--- src/rtl/detector_pulse_gen.sv ---
// detector_pulse_gen: multi-channel burst pulse generator for detector stimulus.
// Each channel runs IDLE -> HIGH -> LOW -> HIGH ... until its burst count is reached.
// Optional macro PULSE_GEN_JITTER_EN adds a shared 16-bit LFSR that stretches
// every LOW phase by lfsr[3:0] cycles. The port list is the same in both builds.
// Ports:
//   clk, reset      - single clock, synchronous active-high reset
//   enable          - global run enable; low forces every channel to IDLE
//   cfg_wr/cfg_chan - one-cycle write of period/width/count into one channel
//   cfg_period      - pulse period in cycles
//   cfg_width       - high time in cycles
//   cfg_count       - pulses per burst, 0 = continuous
//   pulses          - registered pulse outputs, one per channel
//   busy            - channel is in HIGH or LOW
//   done            - one-cycle strobe when a burst completes
module detector_pulse_gen #(
  parameter int unsigned CHANNELS = 4,
  parameter int unsigned CHAN_W   = 2,
  parameter int unsigned PERIOD_W = 16,
  parameter int unsigned COUNT_W  = 16
) (
  input  logic                clk,
  input  logic                reset,
  input  logic                enable,
  input  logic                cfg_wr,
  input  logic [CHAN_W-1:0]   cfg_chan,
  input  logic [PERIOD_W-1:0] cfg_period,
  input  logic [PERIOD_W-1:0] cfg_width,
  input  logic [COUNT_W-1:0]  cfg_count,
  output logic [CHANNELS-1:0] pulses,
  output logic [CHANNELS-1:0] busy,
  output logic [CHANNELS-1:0] done
);

  // One extra bit so P-W-1 plus up to 15 jitter cycles never overflows.
  localparam int unsigned TMR_W = PERIOD_W + 1;

  typedef enum logic [1:0] {
    ST_IDLE = 2'd0,
    ST_HIGH = 2'd1,
    ST_LOW  = 2'd2
  } state_t;

`ifdef PULSE_GEN_JITTER_EN
  // Shared Galois LFSR, x^16+x^14+x^13+x^11+1, free-running.
  logic [15:0] lfsr_q;

  always_ff @(posedge clk) begin
    if (reset) begin
      lfsr_q <= 16'hACE1;
    end else begin
      lfsr_q <= {1'b0, lfsr_q[15:1]} ^ (lfsr_q[0] ? 16'hB400 : 16'h0000);
    end
  end
`endif

  for (genvar c = 0; c < CHANNELS; c++) begin : g_ch
    state_t              state_q, state_d;
    logic [TMR_W-1:0]    timer_q, timer_d;
    logic [COUNT_W-1:0]  cnt_q, cnt_d, cnt_inc;
    logic                armed_q, armed_d;
    logic [PERIOD_W-1:0] period_q, period_d;
    logic [PERIOD_W-1:0] width_q, width_d;
    logic [COUNT_W-1:0]  count_q, count_d;
    logic                done_d;
    logic                pulse_q, busy_q, done_q;
    logic                wr_hit;
    logic [TMR_W-1:0]    hi_load, lo_base, lo_load;

    // Out-of-range channel numbers never match any instance.
    assign wr_hit  = cfg_wr && (cfg_chan == CHAN_W'(c));
    assign cnt_inc = cnt_q + COUNT_W'(1);

    // Timers count down to zero, so load length-1; W=0 behaves as W=1, P<=W gives LOW=1.
    assign hi_load = (width_q == '0) ? '0 : TMR_W'(width_q) - TMR_W'(1);
    assign lo_base = (period_q > width_q)
                   ? TMR_W'(period_q) - TMR_W'(width_q) - TMR_W'(1) : '0;
`ifdef PULSE_GEN_JITTER_EN
    assign lo_load = lo_base + TMR_W'(lfsr_q[3:0]);
`else
    assign lo_load = lo_base;
`endif

    // Next-state: config write beats enable-low beats normal sequencing.
    always_comb begin
      state_d  = state_q;
      timer_d  = timer_q;
      cnt_d    = cnt_q;
      armed_d  = armed_q;
      period_d = period_q;
      width_d  = width_q;
      count_d  = count_q;
      done_d   = 1'b0;
      if (wr_hit) begin
        period_d = cfg_period;
        width_d  = cfg_width;
        count_d  = cfg_count;
        cnt_d    = '0;
        armed_d  = 1'b1;
        state_d  = ST_IDLE;
      end else if (!enable) begin
        state_d = ST_IDLE;
      end else begin
        unique case (state_q)
          ST_IDLE: begin
            if (armed_q) begin
              state_d = ST_HIGH;
              timer_d = hi_load;
              cnt_d   = '0;
            end
          end
          ST_HIGH: begin
            if (timer_q == '0) begin
              state_d = ST_LOW;
              timer_d = lo_load;
            end else begin
              timer_d = timer_q - TMR_W'(1);
            end
          end
          ST_LOW: begin
            if (timer_q == '0) begin
              cnt_d = cnt_inc;
              if ((count_q != '0) && (cnt_inc == count_q)) begin
                state_d = ST_IDLE;
                armed_d = 1'b0;
                done_d  = 1'b1;
              end else begin
                state_d = ST_HIGH;
                timer_d = hi_load;
              end
            end else begin
              timer_d = timer_q - TMR_W'(1);
            end
          end
          default: state_d = ST_IDLE;
        endcase
      end
    end

    // State and registered outputs, decoded from the next state.
    always_ff @(posedge clk) begin
      if (reset) begin
        state_q  <= ST_IDLE;
        timer_q  <= '0;
        cnt_q    <= '0;
        armed_q  <= 1'b0;
        period_q <= PERIOD_W'(16);
        width_q  <= PERIOD_W'(2);
        count_q  <= '0;
        pulse_q  <= 1'b0;
        busy_q   <= 1'b0;
        done_q   <= 1'b0;
      end else begin
        state_q  <= state_d;
        timer_q  <= timer_d;
        cnt_q    <= cnt_d;
        armed_q  <= armed_d;
        period_q <= period_d;
        width_q  <= width_d;
        count_q  <= count_d;
        pulse_q  <= (state_d == ST_HIGH);
        busy_q   <= (state_d != ST_IDLE);
        done_q   <= done_d;
      end
    end

    assign pulses[c] = pulse_q;
    assign busy[c]   = busy_q;
    assign done[c]   = done_q;
  end

endmodule

--- config.mk ---
export PLATFORM = sky130hd
export DESIGN_NAME = detector_pulse_gen
export DESIGN_NICKNAME = d
export VERILOG_FILES = /design/src/rtl/detector_pulse_gen.sv
export SDC_FILE = /design/constraint.sdc
export NUM_CORES = 1
export LEC_CHECK = 0
export CAP_MARGIN = 10
export CORE_MARGIN = 5
export CORE_UTILIZATION = 46
export CTS_CLUSTER_DIAMETER = 200
export CTS_CLUSTER_SIZE = 8
export DETAILED_ROUTE_END_ITERATION = 12
export PLACE_DENSITY = 0.6
export SYNTH_ARGS = -nofsm -noshare
export SYNTH_HDL_FRONTEND = slang
export SYNTH_SLANG_ARGS = --single-unit
export TNS_END_PERCENT = 10
--- constraint.sdc ---
create_clock -name clk -period 3.4 [get_ports clk]
set_input_delay 0.68 -clock clk [delete_from_list [all_inputs] [get_ports clk]]
set_output_delay 0.68 -clock clk [all_outputs]
set_load 0.05 [all_outputs]
==> results of run 1 <==
-- sequential cells by signal, summed over array words and instances, names as in the netlist --
signal,flops
g_ch.state_q,8
g_ch.pulse_q,4
g_ch.width_q,64
g_ch.count_q,64
g_ch.cnt_q,64
g_ch.armed_q,4
g_ch.timer_q,68
g_ch.done_q,4
g_ch.busy_q,4
g_ch.period_q,64
-- per-stage QoR --
stage	cell area, um^2	utilization	power (mW)	instances
2_1_floorplan	23160	-	5.881	3160
3_3_place_gp	24560	0.4915	6.568	3794
3_5_place_dp	24560	0.4915	6.586	3794
4_1_cts	25820	0.5167	10.96	3844
5_1_grt	25830	0.5170	11.37	3845
6_report	25830	0.5170	10.93	3846
-- cell type report --
class                      instances  area, um^2
fill                            4932       24130
multi-input combinational       2488       14930
sequential                       348        6967
timing repair buffer             153        1331
clock buffer                      49        1226
tap                              672       840.8
inverter                         134       503.0
clock inverter                     1       30.03
antenna                            1       2.502
-- worst min-delay path by stage --
| stage | slack (ns) | cells after the start | from | to |
|---|---|---|---|---|
| final | 0.46 | 2 | g_ch[1].period_q[7]$_SDFFE_PP0P_ | g_ch[1].period_q[7]$_SDFFE_PP0P_ |
| after global routing | 0.48 | 2 | reset | g_ch[3].width_q[3]$_SDFFE_PP0P_ |
| after CTS | 0.45 | 2 | reset | g_ch[2].width_q[15]$_SDFFE_PP0P_ |
| after detailed placement | 0.46 | 2 | g_ch[0].period_q[14]$_SDFFE_PP0P_ | g_ch[0].period_q[14]$_SDFFE_PP0P_ |
| after global placement | 0.45 | 2 | g_ch[2].period_q[8]$_SDFFE_PP0P_ | g_ch[2].period_q[8]$_SDFFE_PP0P_ |
| after floorplan | 0.44 | 2 | g_ch[3].width_q[14]$_SDFFE_PP0P_ | g_ch[3].width_q[14]$_SDFFE_PP0P_ |
-- cells in the final DEF (no fill, tap or decap), drive strengths merged, types with 8 or more instances in the layout --
| master | n |
|---|---|
| nand2 | 539 |
| a21oi | 403 |
| dfxtp | 348 |
| nor2 | 199 |
| o21ai | 147 |
| xnor2 | 145 |
| inv | 133 |
| ha | 99 |
| nand3 | 98 |
| nor3 | 94 |
| buf | 88 |
| nor4 | 69 |
| clkdlybuf4s50 | 64 |
| xor2 | 56 |
| a211oi | 54 |
| clkbuf | 50 |
| nand4 | 50 |
| or3 | 49 |
| o22ai | 38 |
| a31oi | 33 |
| o211ai | 24 |
| or4 | 24 |
| nand2b | 23 |
| and3 | 23 |
| a21o | 21 |
| nor2b | 19 |
| o31ai | 18 |
| nand3b | 16 |
| and2 | 15 |
| a221oi | 15 |
| and4 | 14 |
| mux2i | 13 |
| nor3b | 13 |
| or2 | 11 |
| a2111oi | 11 |
| nand4b | 9 |
| a31o | 9 |
| o21a | 8 |
-- cell families after synthesis --
logic type | share of synthesized area
xor+xnor | 0.07698
fa+ha+maj | 0.05694
mux | 0.008049
buf+inv | 0.05640
simple gates | 0.2673
compound gates | 0.2335
flops | 0.3008
-- power by group through the flow --
stage          Sequential, mW  Clock, mW  Combinational [mW]
6_report                 4.34       4.37                2.22
2_1_floorplan            4.37          0                1.51
5_1_grt                  4.35       4.61                2.42
3_5_place_dp             4.42          0                2.17
4_1_cts                  4.33       4.44                2.19
3_3_place_gp             4.41          0                2.16
-- worst register-to-register path, delay by kind of cell, from the launching register on --
family / cells / cell delay [ns]
AO/OA/AOI/OAI: 4 / 0.79
AND/OR/NAND/NOR: 3 / 1.52
buffers and inverters: 2 / 0.34
flip-flops: 1 / 0.33
adder cells (fa/ha/maj): 1 / 0.17
-- repair_timing --
item,4_1_cts,5_1_grt
setup buffers,0,0
setup endpoints to repair,0,14
gates resized for setup,0,3
-- routing by layer --
metal  global-route usage  up-vias
li1                     -    11340
met1               0.3763    11030
met2               0.4328      748
met3              0.04795      160
met4              0.09615        0
met5                    0        -
==> flow_metrics.py, run 1 <==
metrics = {
    "clocking": {
        "clockBufferDepth": 3,
        "clock-sinks": 348,
        "cts_tree": "done",
        "clk_pin_slew_ns": 0.06,
        "clk_latency_ns": 0.58,
        "root_buffer": "clkbuf_16",
        "cts_max_level": 2,
        "holdBufCountCts": 0,
        "numCtsBuffers": 49,
    },
    "global_routing": {
        "grt_usage": 0.2732,
        "grt_pass1_wl_um": 120500,
        "grt_pass1_vias": 21600,
        "grt_overflow_total": 0,
        "grt_start_max_net_pins": 157,
        "antenna_found_initial": 1,
    },
    "logic_synthesis": {
        "synth_top_area_cell": "dfxtp_1",
        "synth_most_common_cell": "nand2_1",
        "syn_nets": 3317,
        "yosysWarnings": 0,
        "yosys_most_used_dff": "dfxtp_1",
        "synthTopCellsByCount": "539 x nand2_1, 402 x a21oi_1, 348 x dfxtp_1, 198 x nor2_1, 146 x o21ai_0",
        "ys_types": 90,
        "synth_edf_count": 0,
        "synthTopCellsByArea": "dfxtp_1 30%, nand2_1 8.7%, a21oi_1 8.7%",
        "netlist.area_leader.share": 0.3008,
        "synth_cells": 3160,
        "yosysSeqAreaShare": 0.3008,
        "postSynthAreaPerCell_um2": 7.329,
        "async_flop_share": 0,
        "synth_seq_cells": 348,
        "netlist_area_mm2": 0.02316,
    },
    "timing": {
        "worst_hold_slack_ns": 0.4607,
        "hold_viol": 0,
        "setup_viol": 0,
        "slew_headroom": 0.3721,
        "fin_skew_ns": 0.02241,
        "fmax_ghz": 0.3060,
        "setup_ws_ns": 0.1322,
        "post-route-min-period_ns": 3.268,
        "rsz0062_at_grt": "no",
        "worst_slew_pin_slew_ns": 0.9418,
        "final-max-slew-violation-count": 0,
        "min_period_over_period": 0.9611,
        "fin_setup_tns_ns": 0,
    },
    "hold_path": {
        "hold_path_class": "flip-flop to flip-flop",
    },
    "power": {
        "internal_power_mw": 7.631,
        "clockPowerShare": 0.400,
        "power_frac_comb": 0.203,
        "power_density_mw_per_mm2": 423.0,
        "p_sw_mw": 3.297,
        "leakage_nw": 9.240,
        "peakVddDrop_mv": 0.3164,
        "switching_share": 0.3017,
        "power_frac_seq": 0.397,
    },
    "run": {
        "maxCapViolCount": 0,
    },
    "setup_path": {
        "cp_num_cells": 10,
        "path_cells": "inv_1 > ha_1 > or3b_2 > or3_1 > or3_1 > a21oi_1 > o211ai_1 > buf_4 > o21ai_0 > a21oi_1",
        "arrival_ns": 3.72,
        "critPathLaunch": "g_ch[3].timer_q[0]$_SDFFE_PP0P_",
        "r2r_start": "g_ch[3].timer_q[0]$_SDFFE_PP0P_",
        "path_class": "flip-flop to flip-flop",
        "r2r_end": "g_ch[3].cnt_q[3]$_SDFFE_PP0P_",
        "cp_slowest_cell": "or3b_2",
        "crit_required_ns": 3.85,
        "worst-path-buf-inv": 2,
        "crit_family": "simple AND/OR/NAND/NOR gates",
        "r2r_cells": 10,
        "worstSetupEndpointType": "flip-flop",
        "cpPeakStageDelay_ns": 0.56,
        "worst_setup_path_start_kind": "flip-flop",
        "crit_fanout": 8,
        "crit_end": "g_ch[3].cnt_q[3]$_SDFFE_PP0P_",
        "r2r_setup_slack_ns": 0.13,
    },
    "route": {
        "routed_wl_um": 77370,
        "drt_first_pass_iters": 6,
        "drt-met1-wl_um": 34600,
        "vias_per_cell": 6.052,
        "top_layer": "met4",
        "drc": 0,
        "met2_wirelength_um": 34660,
        "drt_iter0_drc": 1894,
        "routedWlPerCell_um": 20.12,
        "route.met3.wl_um": 5292,
        "vias": 23280,
        "ant_nets": 0,
    },
    "floorplan": {
        "initial_core_util": 0.4635,
        "rows": 82,
        "core_area_mm2": 0.04997,
        "pin_count": 66,
        "die-area_mm2": 0.05494,
        "dieHeight_um": 234.4,
        "die-width_um": 234.4,
    },
    "place": {
        "place_hpwl_um": 56430,
        "place.gp.congestion": 0.9787,
        "io_buffers": 65,
        "dp_worst_setup_slack_ns": 0.1758,
    },
    "layout": {
        "drive_above_1_share": 0.06303,
        "syn2layout_area_growth_pct": 11.54,
        "final_net_count": 3331,
    },
    "outcome": {
        "status": "finished clean",
    },
}
(Power assumes the default switching activity.)
==> run 2, diff against run 1 <==
--- a/config.mk
+++ b/config.mk
@@ -5,6 +5,7 @@
 export SDC_FILE = /design/constraint.sdc
 export NUM_CORES = 1
 export LEC_CHECK = 0
+export ABC_AREA = 1
 export CAP_MARGIN = 10
 export CORE_MARGIN = 5
 export CORE_UTILIZATION = 46
==> run 2 against run 1 <==
Fmax grew 12%; total power is 7.2% higher; synthesized area rose by 4.7%; wire length increased by 0.43%; worst setup slack improved by 0.34 ns; sequential share of layout area shrank 1.0 points; hold slack better by 0.0089 ns; combinational power grew 29%; via count is 7.3% higher; highest routed layer unchanged.
==> flow_metrics.py, run 2 <==
metrics = {
    "power": {
        "leakage_nw": 12.36,
        "p_sw_mw": 3.874,
        "power_frac_seq": 0.375,
        "power_density_mw_per_mm2": 436.1,
        "internal_power_mw": 7.836,
        "switching_share": 0.3308,
        "power_frac_comb": 0.245,
        "clockPowerShare": 0.381,
        "peakVddDrop_mv": 0.3252,
    },
    "hold_path": {
        "hold_path_class": "flip-flop to flip-flop",
    },
    "setup_path": {
        "crit_fanout": 22,
        "cp_slowest_cell": "dfxtp_1",
        "r2r_start": "g_ch[3].cnt_q[0]$_SDFFE_PP0P_",
        "worstSetupEndpointType": "flip-flop",
        "critPathLaunch": "g_ch[3].cnt_q[0]$_SDFFE_PP0P_",
        "crit_end": "g_ch[3].timer_q[14]$_SDFFE_PP0P_",
        "r2r_cells": 14,
        "path_cells": "ha_1 > nand3_1 > nor2_2 > nand2_1 > xnor2_1 > nor2_1 > a21oi_1 > nand3_1 > nor2_1 > nand3_2 > nand2_2 > nand2_1 > nand2_1 > nor2_1",
        "path_class": "flip-flop to flip-flop",
        "arrival_ns": 3.41,
        "r2r_end": "g_ch[3].timer_q[14]$_SDFFE_PP0P_",
        "worst_setup_path_start_kind": "flip-flop",
        "crit_required_ns": 3.88,
        "cpPeakStageDelay_ns": 0.44,
        "r2r_setup_slack_ns": 0.47,
    },
    "clocking": {
        "clk_latency_ns": 0.59,
        "numCtsBuffers": 49,
        "root_buffer": "clkbuf_16",
        "holdBufCountCts": 0,
        "post_cts.repair.setup_buffers": 0,
        "cts_max_level": 2,
        "cts-resized-gates": 0,
        "clock-sinks": 348,
        "clockBufferDepth": 3,
        "cts_tree": "done",
        "clk_pin_slew_ns": 0.05,
    },
    "layout": {
        "fillers": 5544,
        "final_common_cell": "nand2_1",
        "largest_register": "g_ch.timer_q",
        "largest_reg_flops": 68,
        "register_area_mm2": 0.006967,
        "syn2layout_area_growth_pct": 10.77,
        "multi_input_area_mm2": 0.01501,
        "mostFrequentLayoutCells": "1026 x nand2_1, 584 x nor2_1, 430 x inv_1, 348 x dfxtp_1, 340 x a21oi_1",
        "fin_cells": 4703,
        "drive_above_1_share": 0.03736,
        "diodes": 0,
        "final_net_count": 4171,
    },
    "timing": {
        "worst_hold_slack_ns": 0.4696,
        "fin_skew_ns": 0.01975,
        "setup_viol": 0,
        "min_period_over_period": 0.8612,
        "worst_slew_pin_slew_ns": 0.6966,
        "post-route-min-period_ns": 2.928,
        "final-max-slew-violation-count": 0,
        "setup_ws_ns": 0.4718,
        "fmax_ghz": 0.3415,
        "rsz0062_at_grt": "no",
        "hold_viol": 0,
        "slew_headroom": 0.5342,
        "fin_setup_tns_ns": 0,
    },
    "place": {
        "place_hpwl_um": 59230,
        "place.gp.congestion": 0.9165,
        "io_buffers": 65,
        "placedCellCount": 4651,
        "dp_worst_setup_slack_ns": 0.4460,
    },
    "global_routing": {
        "antenna_found_initial": 2,
        "grt_overflow_total": 0,
        "grt_pass1_wl_um": 122900,
        "grt_pass1_vias": 22390,
        "grt_start_max_net_pins": 83,
        "grt_usage": 0.2636,
    },
    "floorplan": {
        "initial_core_util": 0.4631,
        "die-width_um": 239.5,
        "die-area_mm2": 0.05738,
        "dieHeight_um": 239.5,
        "core_area_mm2": 0.05234,
        "rows": 84,
        "pin_count": 66,
    },
    "logic_synthesis": {
        "synth_seq_cells": 348,
        "postSynthAreaPerCell_um2": 6.079,
        "netlist_area_mm2": 0.02424,
        "ys_types": 50,
        "synthTopCellsByCount": "1026 x nand2_1, 585 x nor2_1, 433 x inv_1, 348 x dfxtp_1, 340 x a21oi_1",
        "synth_most_common_cell": "nand2_1",
        "synth_edf_count": 0,
        "syn_nets": 4144,
        "yosys_most_used_dff": "dfxtp_1",
        "async_flop_share": 0,
        "synth_cells": 3987,
        "yosysSeqAreaShare": 0.2874,
        "synth_top_area_cell": "dfxtp_1",
        "synthTopCellsByArea": "dfxtp_1 29%, nand2_1 16%, nor2_1 9.1%",
        "netlist.area_leader.share": 0.2874,
        "yosysWarnings": 0,
    },
    "run": {
        "maxCapViolCount": 0,
    },
    "route": {
        "routedWlPerCell_um": 16.52,
        "drc": 0,
        "ant_nets": 0,
        "drt_iter0_drc": 2233,
        "vias_per_cell": 5.309,
        "drt_first_pass_iters": 5,
        "vias": 24970,
        "routed_wl_um": 77700,
    },
    "outcome": {
        "status": "finished clean",
    },
}
## run 2: cell count changes in the layout (fill, tap and decap cells not counted), moves of 31 or more
cell,previous run,this run
a211oi_1,54,2
a21oi_1,402,340
buf_4,86,39
inv_1,133,430
nand2_1,539,1026
nand3_1,95,304
nor2_1,196,584
nor3_1,90,51
nor4_1,62,2
o21ai_0,146,313
o22ai_1,38,7
or3_1,47,0
xnor2_1,145,37
xor2_1,56,96
## run 2: worst max-delay path, delay by kind of cell, from the launching register on
family / cells / cell delay [ns]
xor gates and xnor gates: 1 / 0.25
adders and majority gates: 1 / 0.27
AOI/OAI and AO/OA: 1 / 0.11
and+or+nand+nor: 11 / 1.75
DFF: 1 / 0.44
## run 2: layer usage
layer | up-vias | track usage | routed length [um]
met3 | 106 | 0.03328 | 4667
met2 | 726 | 0.3941 | 32650
met1 | 11220 | 0.4010 | 38430
met4 | 0 | 0.06727 | 1954
met5 | - | 0 | 0
li1 | 12910 | - | -
## run 2: metrics by stage
step	instance area, um^2	power (mW)	util
5_1_grt	26850	12.36	0.5130
4_1_cts	26850	11.76	0.5130
3_3_place_gp	25550	7.287	0.4882
2_1_floorplan	24240	6.430	-
6_report	26850	11.71	0.5130
3_5_place_dp	25550	7.271	0.4882
## run 2: power by group through the flow
stage / clock network, mW / registers (mW) / logic (mW)
after floorplan: 0 / 4.42 / 2.01
after global placement: 0 / 4.46 / 2.82
after detailed placement: 0 / 4.46 / 2.81
after CTS: 4.55 / 4.38 / 2.83
after global routing: 4.73 / 4.40 / 3.23
final: 4.46 / 4.39 / 2.87
## run 2: cells by family (layout without fill, tap and decap cells)
kind of cell | Yosys count | in the layout | synth area share
simple gates | 2105 | 2105 | 0.3619
compound gates | 716 | 716 | 0.1528
buf+inv | 580 | 608 | 0.09374
flops | 348 | 348 | 0.2874
xor+xnor | 135 | 135 | 0.04966
fa+ha+maj | 103 | 103 | 0.05441
## run 2: cell type report
cell class / count / share of cell area
Clock buffer: 50 / 0.04660
Clock inverter: 2 / 0.001724
Inverter: 448 / 0.06291
Multi-Input combinational cell: 3059 / 0.5591
Sequential cell: 348 / 0.2595
Tap cell: 688 / 0.03206
Timing Repair Buffer: 108 / 0.03812
## run 2: worst min-delay path by stage
stage	endpoint	cells after the start	from	slack [ns]
after global routing	g_ch[2].period_q[4]$_SDFFE_PP1P_	2	g_ch[2].period_q[4]$_SDFFE_PP1P_	0.50
after global placement	g_ch[3].cnt_q[14]$_SDFFE_PP0P_	2	g_ch[3].cnt_q[14]$_SDFFE_PP0P_	0.45
after detailed placement	g_ch[2].period_q[4]$_SDFFE_PP1P_	2	g_ch[2].period_q[4]$_SDFFE_PP1P_	0.46
after CTS	g_ch[3].cnt_q[14]$_SDFFE_PP0P_	2	g_ch[3].cnt_q[14]$_SDFFE_PP0P_	0.47
after floorplan	g_ch[0].period_q[4]$_SDFFE_PP1P_	2	g_ch[0].period_q[4]$_SDFFE_PP1P_	0.44
final	g_ch[3].cnt_q[14]$_SDFFE_PP0P_	2	g_ch[3].cnt_q[14]$_SDFFE_PP0P_	0.47
==> run 3, diff against run 2 <==
--- a/config.mk
+++ b/config.mk
@@ -6,7 +6,7 @@
 export NUM_CORES = 1
 export LEC_CHECK = 0
 export ABC_AREA = 1
-export CAP_MARGIN = 10
+export CAP_MARGIN = 30
 export CORE_MARGIN = 5
 export CORE_UTILIZATION = 46
 export CTS_CLUSTER_DIAMETER = 200
==> results of run 3 <==
Same layout as run 2: the final DEF is identical, and so are final timing and power.
